===== config.mk =====
export PLATFORM = sky130hd
export DESIGN_NAME = regfile_sb
export DESIGN_NICKNAME = d
export VERILOG_FILES = /design/src/rtl/regfile_pkg.sv /design/src/rtl/rf_scoreboard.sv /design/src/rtl/regfile_sb.sv
export SDC_FILE = /design/constraint.sdc
export NUM_CORES = 2
export LEC_CHECK = 0
export ABC_CLOCK_PERIOD_IN_PS = 52000
export BUFFER_PORTS_ARGS = -buffer_cell sky130_fd_sc_hd__buf_2
export CELL_PAD_IN_SITES_DETAIL_PLACEMENT = 0
export CELL_PAD_IN_SITES_GLOBAL_PLACEMENT = 1
export CORE_UTILIZATION = 30
export CTS_CLUSTER_DIAMETER = 120
export DETAILED_ROUTE_END_ITERATION = 8
export GPL_TIMING_DRIVEN = 0
export PLACE_DENSITY_LB_ADDON = 0.1
export SETUP_SLACK_MARGIN = 0.2
export SLEW_MARGIN = 30
export SYNTH_ARGS = -nofsm -noshare
export SYNTH_HDL_FRONTEND = slang
export SYNTH_SLANG_ARGS = --single-unit

===== constraint.sdc =====
create_clock -name clk -period 52 [get_ports clk]
set_input_delay 7.8 -clock clk [delete_from_list [all_inputs] [get_ports clk]]
set_output_delay 7.8 -clock clk [all_outputs]
set_load 0.005 [all_outputs]

===== src/rtl/regfile_pkg.sv =====
//------------------------------------------------------------------------------
// Module : regfile_pkg
// Purpose: Shared defaults and types for the scoreboarded register file.
//          Holds the default data width and register count, plus the
//          register-address and data-word types for the default configuration.
// Ports  : none (package)
// Rev    : 1.0  initial release
//------------------------------------------------------------------------------
`default_nettype none

package regfile_pkg;

  localparam int XLEN_DEF    = 32;
  localparam int NREGS_DEF   = 32;
  localparam int RADDR_W_DEF = $clog2(NREGS_DEF);

  typedef logic [RADDR_W_DEF-1:0] reg_addr_t;
  typedef logic [XLEN_DEF-1:0]    word_t;

endpackage

`default_nettype wire


===== src/rtl/rf_scoreboard.sv =====
//------------------------------------------------------------------------------
// Module : rf_scoreboard
// Purpose: Per-register busy tracking for the register file. An issue marks its
//          destination busy; a write clears it. A registered count of busy
//          registers is maintained alongside.
// Ports  : clk, rst          clock, async active-high reset
//          rd_addr/rd_busy   per read port: busy status of the addressed reg
//          wr_en/wr_addr     two write ports (clear busy)
//          iss_en/iss_addr   issue strobe (set busy)
//          busy_cnt          number of busy registers
// Rev    : 1.0  initial release
//------------------------------------------------------------------------------
`default_nettype none

module rf_scoreboard
  import regfile_pkg::*;
#(
  parameter int NREGS  = NREGS_DEF,
  parameter int NRP    = 2,
  parameter int BYPASS = 1,
  localparam int AW    = $clog2(NREGS)
) (
  input  logic                    clk,
  input  logic                    rst,
  input  logic [NRP-1:0][AW-1:0]  rd_addr,
  output logic [NRP-1:0]          rd_busy,
  input  logic [1:0]              wr_en,
  input  logic [1:0][AW-1:0]      wr_addr,
  input  logic                    iss_en,
  input  logic [AW-1:0]           iss_addr,
  output logic [AW:0]             busy_cnt
);

  logic [NREGS-1:0] busy_q;
  logic [NREGS-1:0] busy_d;
  logic [NREGS-1:0] wr_hit;
  logic [NREGS-1:0] iss_hit;
  logic [AW:0]      cnt_q;
  logic [AW:0]      cnt_d;

  // One-hot decode of this cycle's writes and issue; register 0 never tracks.
  always_comb begin
    wr_hit  = '0;
    iss_hit = '0;
    for (int k = 0; k < 2; k++) begin
      if (wr_en[k]) wr_hit[wr_addr[k]] = 1'b1;
    end
    if (iss_en) iss_hit[iss_addr] = 1'b1;
    wr_hit[0]  = 1'b0;
    iss_hit[0] = 1'b0;
  end

  // Issue is applied after the clear: a same-cycle issue is the newer producer.
  assign busy_d = (busy_q & ~wr_hit) | iss_hit;

  always_comb begin
    cnt_d = '0;
    for (int r = 0; r < NREGS; r++) begin
      cnt_d = cnt_d + {{AW{1'b0}}, busy_d[r]};
    end
  end

  always_ff @(posedge clk or posedge rst) begin
    if (rst) begin
      busy_q <= '0;
      cnt_q  <= '0;
    end else begin
      busy_q <= busy_d;
      cnt_q  <= cnt_d;
    end
  end

  // With forwarding, a register being cleared this cycle already reads not-busy
  // unless an issue re-targets it in the same cycle.
  always_comb begin
    rd_busy = '0;
    for (int i = 0; i < NRP; i++) begin
      rd_busy[i] = busy_q[rd_addr[i]];
      if (BYPASS != 0) begin
        rd_busy[i] = busy_q[rd_addr[i]] &
                     ~(wr_hit[rd_addr[i]] & ~iss_hit[rd_addr[i]]);
      end
    end
  end

  assign busy_cnt = cnt_q;

endmodule

`default_nettype wire


===== src/rtl/regfile_sb.sv =====
//------------------------------------------------------------------------------
// Module : regfile_sb
// Purpose: Multi-read, dual-write register file with optional same-cycle
//          write-to-read forwarding and a busy-bit scoreboard. Register 0 is
//          hard-wired to zero. Write port 1 wins on address collisions.
// Ports  : clk, rst          clock, async active-high reset
//          rd_addr/rd_data   NRP combinational read ports
//          rd_busy           busy status of each read port's register
//          wr_en/wr_addr/wr_data  two write ports
//          iss_en/iss_addr   issue strobe marking a destination busy
//          busy_cnt          registered count of busy registers
// Rev    : 1.0  initial release
//------------------------------------------------------------------------------
`default_nettype none

module regfile_sb
  import regfile_pkg::*;
#(
  parameter int XLEN   = XLEN_DEF,
  parameter int NREGS  = NREGS_DEF,
  parameter int NRP    = 2,
  parameter int BYPASS = 1,
  localparam int AW    = $clog2(NREGS)
) (
  input  logic                     clk,
  input  logic                     rst,
  input  logic [NRP-1:0][AW-1:0]   rd_addr,
  output logic [NRP-1:0][XLEN-1:0] rd_data,
  output logic [NRP-1:0]           rd_busy,
  input  logic [1:0]               wr_en,
  input  logic [1:0][AW-1:0]       wr_addr,
  input  logic [1:0][XLEN-1:0]     wr_data,
  input  logic                     iss_en,
  input  logic [AW-1:0]            iss_addr,
  output logic [AW:0]              busy_cnt
);

  // Storage for registers 1..NREGS-1 only; register 0 is a constant.
  logic [XLEN-1:0] mem_q [1:NREGS-1];
  logic [XLEN-1:0] mem_d [1:NREGS-1];
  logic [XLEN-1:0] rf_w  [NREGS];

  // Port 1 is evaluated last so it overrides port 0 on a collision.
  always_comb begin
    for (int r = 1; r < NREGS; r++) begin
      mem_d[r] = mem_q[r];
      if (wr_en[0] && (wr_addr[0] == AW'(r))) mem_d[r] = wr_data[0];
      if (wr_en[1] && (wr_addr[1] == AW'(r))) mem_d[r] = wr_data[1];
    end
  end

  always_ff @(posedge clk or posedge rst) begin
    if (rst) begin
      for (int r = 1; r < NREGS; r++) mem_q[r] <= '0;
    end else begin
      for (int r = 1; r < NREGS; r++) mem_q[r] <= mem_d[r];
    end
  end

  always_comb begin
    rf_w[0] = '0;
    for (int r = 1; r < NREGS; r++) rf_w[r] = mem_q[r];
  end

  // Forwarding is suppressed during reset so reads stay zero even while the
  // write ports are active.
  always_comb begin
    rd_data = '0;
    for (int i = 0; i < NRP; i++) begin
      rd_data[i] = rf_w[rd_addr[i]];
      if ((BYPASS != 0) && !rst && (rd_addr[i] != '0)) begin
        if (wr_en[0] && (wr_addr[0] == rd_addr[i])) rd_data[i] = wr_data[0];
        if (wr_en[1] && (wr_addr[1] == rd_addr[i])) rd_data[i] = wr_data[1];
      end
    end
  end

  rf_scoreboard #(
    .NREGS  (NREGS),
    .NRP    (NRP),
    .BYPASS (BYPASS)
  ) u_scoreboard (
    .clk      (clk),
    .rst      (rst),
    .rd_addr  (rd_addr),
    .rd_busy  (rd_busy),
    .wr_en    (wr_en),
    .wr_addr  (wr_addr),
    .iss_en   (iss_en),
    .iss_addr (iss_addr),
    .busy_cnt (busy_cnt)
  );

endmodule

`default_nettype wire


==> reports/results.tsv <==
stage	metric	value	unit
run_status	status	finished clean	
sta	Final WS setup	31.42	ns
synthesis	Post-Syn Area per Cell	10.8	sq um
synthesis	async set or reset register ratio after synthesis	100	%
placement	DP Wirelength	285000	microns
route	drt initial violations	7772	
finish	Nets	6590	
grt	vias in the first global route	56900	
grt	Congestion Overflow GR	0	
clocking	cts repair resizes	0	
placement	Routability Congestion	0.974	
synthesis	Yosys reg bits	1029	
synthesis	Synth Area in Compound Gates	10.5	%
clocking	Post-CTS Setup Repair Bufs	0	
clocking	clock-pin slew on the worst setup and hold paths	0.06	ns
placement	pre-CTS setup slack	31.68	ns
route	DR WL/cell	41.6	microns
die	core box area	220000	sq um
synthesis	Seq/Total Area, Yosys	38.6	%
critical_path	crit path max fanout	10	
clocking	clk sinks	1029	
route	via count	58900	
synthesis	predominant post-synthesis flop cell	dfrtp_1	
route	number of detailed-route iterations in the first pass	9	
finish	layout cell share with drive strength beyond 1	22.3	%
clocking	H-tree lvl count	4	
critical_path	Worst Setup EP	rd_data[13]	
sta	relative slew slack	22.1	%
min_path	Worst Hold Class	reg2reg	
die	Die Wd	474	microns
run	max cap viols	0	
clocking	Root Buffer	clkbuf_16	
finish	area grow syn2layout	15.5	%
synthesis	largest family of logic cells by synthesized area	multiplexers	
die	row cnt	172	
synthesis	Post-synth EDFFs	0	
grt	GR Util All Layers	34.9	%
sta	Tcrit/Tclk final	39.6	%
route	final WL	397000	microns
die	initial core utilization	30.3	%
route	DRC violation count after routing	0	
critical_path	CP Launch Point	rd_addr[0]	
synthesis	synthesized area	66700	sq um
die	die height	474	microns
grt	largest net degree at the start of global routing	79	
synthesis	adder-cell share of the synthesized area	0.821	%
critical_path	critical path arrival	12.78	ns
sta	RSZ-0062 raised after global routing	no	
placement	IO Port Bufs	86	
clocking	CTS hold repair buffers	0	
sta	Least-Margin Pin Slew	1.17	ns
finish	Finished Cell Area	77100	sq um
critical_path	RR Endpoint	u_scoreboard.busy_cnt[4]	
sta	Final Max Slew Viols	0	
sta	final hold violation count	0	
route	antenna-violating nets left	0	
clocking	CTS tree	built	
synthesis	Cell variety after synth	72	
critical_path	Worst EP required	44.20	ns
critical_path	Critical Path Sink Type	output port	
sta	Final setup violation count	0	
die	die area	224000	sq um
synthesis	XOR/XNOR Fraction of Synth Area	0.381	%
critical_path	crit path kind	in2out	
clocking	total CTS buffers	140	
placement	DP Area	72400	sq um
grt	first-pass GRT wire length	526000	microns
power_and_ir_drop	Worst VDD drop	0.0653	mV
synthesis	Syn Nets	6315	
grt	initial antenna violation count	31	
power_and_ir_drop	Power Density	42.2	nW/um^2
sta	post-route minimum period	20.58	ns
synthesis	Post-Synth Simple-Gate Area	7.76	%
critical_path	Crit Reg-Reg Startpoint	u_scoreboard.busy_q[16]	
route	Vias/cell	6.17	
die	Ports	166	
synthesis	Gate Count Post-Synth	6191	
synthesis	Ys Warns	0	
clocking	worst skew pair latency	0.82	ns
sta	Clock Skew	0.00985	ns
critical_path	startpoint type of the worst setup path	input pin	
synthesis	mux cell area share after synthesis	36.8	%
clocking	Clock Tree Buf Depth	3	
critical_path	R2R cell count	18	
critical_path	r2r setup slk	46.81	ns
sta	Max Clock Freq	48.6	MHz
power_and_ir_drop	Leak Pwr	33.5	nW
per-layer routing:
| layer | global-route usage [%] | vias to the layer above | wire length [microns] |
|---|---|---|---|
| met5 | 2.34 | - | 846 |
| met4 | 17.1 | 29 | 21900 |
| met3 | 12.1 | 868 | 41700 |
| met2 | 52.3 | 3599 | 175000 |
| met1 | 44.2 | 31200 | 158000 |
| li1 | - | 23200 | - |
how the worst min path moves through the flow:
stage                               to                     from  depth (start not counted)  slack (ns)
2_1_floorplan  u_scoreboard.busy_q[28]  u_scoreboard.busy_q[28]                          1        0.50
3_3_place_gp   u_scoreboard.busy_q[28]  u_scoreboard.busy_q[28]                          1        0.54
3_5_place_dp   u_scoreboard.busy_q[28]  u_scoreboard.busy_q[28]                          1        0.54
4_1_cts        u_scoreboard.busy_q[28]  u_scoreboard.busy_q[28]                          1        0.55
5_1_grt        u_scoreboard.busy_q[28]  u_scoreboard.busy_q[28]                          1        0.59
6_report       u_scoreboard.busy_q[28]  u_scoreboard.busy_q[28]                          1        0.56
sequential cells by signal, indices dropped and copies added, names as in the netlist:
register	count
u_scoreboard.busy_cnt	6
mem_q	992
u_scoreboard.busy_q	31
area by class of cell:
class                      count  area (sq um)
buffer                       794          3550
clock buffer                 209          4170
multi-input combinational   4317         37700
tap                         2958          3700
antenna                       11          27.5
clock inverter                39           453
timing repair buffer         133          1550
fill                       22500        143000
inverter                      51           199
sequential                  1029         25700
report_power, final:
| group | internal [mW] | switching, mW |
|---|---|---|
| Clock | 0.580 | 0.429 |
| Sequential | 1.02 | 0.177 |
| Combinational | 0.519 | 0.523 |
| Total | 2.12 | 1.13 |
cells by family after synthesis:
group           count (synthesis)
flops                        1029
compound gates               1271
mux                          1698
xor+xnor                       29
buf+inv                       845
simple gates                 1289
fa+ha+maj                      30
synthesized netlist by cell type, types with 3 or more instances:
cell type	count	area, sq um
nand3_1	10	50.1
xnor2_1	13	114
buf_1	123	462
nor3_1	4	20.0
and2_1	5	31.3
nand3b_1	3	22.5
nor4_1	4	25.0
and3b_1	3	26.3
a32oi_1	5	43.8
o22ai_1	38	238
clkbuf_1	487	1830
o21ai_0	456	2280
a22o_1	45	394
nor4bb_1	3	30.0
dfrtp_1	1029	25700
fa_1	23	460
nand4_1	4	25.0
nor2_1	681	2560
mux4_2	604	13600
nor2b_1	7	43.8
buf_4	4	30.0
a32o_1	9	90.1
buf_2	147	736
and3_1	9	56.3
a21oi_1	595	2980
nand2b_1	6	37.5
mux2i_1	1060	10600
nor3b_1	6	45.0
mux2_2	34	383
a22oi_1	67	503
xor2_1	16	140
nand4b_1	5	43.8
a21o_1	3	22.5
o32ai_1	30	263
nand2_1	518	1940
clkbuf_2	31	155
ha_1	7	87.6
inv_1	50	188
a31oi_1	6	37.5
stage by stage:
| step | total power, mW | TNS, ns | instances | hold WS (ns) | util (%) |
|---|---|---|---|---|---|
| final | 3.25 | 0 | 9541 | 0.555 | 35.0 |
| after global routing | 3.40 | 0 | 9532 | 0.586 | 35.0 |
| after CTS | 3.25 | 0 | 9530 | 0.555 | 35.0 |
| after detailed placement | 2.24 | 0 | 9282 | 0.538 | 32.9 |
| after global placement | 2.22 | -3774.72 | 9235 | 0.539 | 32.2 |
| after floorplan | 1.89 | 0 | 6191 | 0.501 | - |
worst max-delay path, cell delays in order:
cell and delay [ns]:
buf_2 0.62, buf_2 0.58, buf_2 0.69, xor2_1 0.16, nor4_1 0.44, nand3_1 0.24, nor2_2 0.68, buf_2 0.71
a22oi_1 0.15, o32ai_1 0.41, buf_2 0.24
layout by cell type (no fill, tap or decap), types with 11 or more instances in the layout:
| master | synthesis | routed |
|---|---|---|
| inv_1 | 50 | 49 |
| nand2_1 | 518 | 517 |
| buf_2 | 147 | 303 |
| mux2i_1 | 1060 | 1060 |
| buf_16 | 0 | 32 |
| buf_1 | 123 | 53 |
| nor2_2 | 1 | 21 |
| clkbuf_8 | 0 | 36 |
| clkbuf_16 | 0 | 142 |
| xnor2_1 | 13 | 13 |
| dfrtp_1 | 1029 | 1029 |
| nor2_1 | 681 | 660 |
| mux2_2 | 34 | 34 |
| o32ai_1 | 30 | 30 |
| a22oi_1 | 67 | 67 |
| o21ai_0 | 456 | 456 |
| fa_1 | 23 | 23 |
| clkbuf_2 | 31 | 211 |
| clkinv_2 | 0 | 17 |
| diode_2 | 0 | 11 |
| mux4_2 | 604 | 604 |
| clkbuf_1 | 487 | 338 |
| a21oi_1 | 595 | 593 |
| o22ai_1 | 38 | 38 |
| xor2_1 | 16 | 16 |
| a22o_1 | 45 | 45 |
Note: power is estimated with default switching activity, not from simulation.
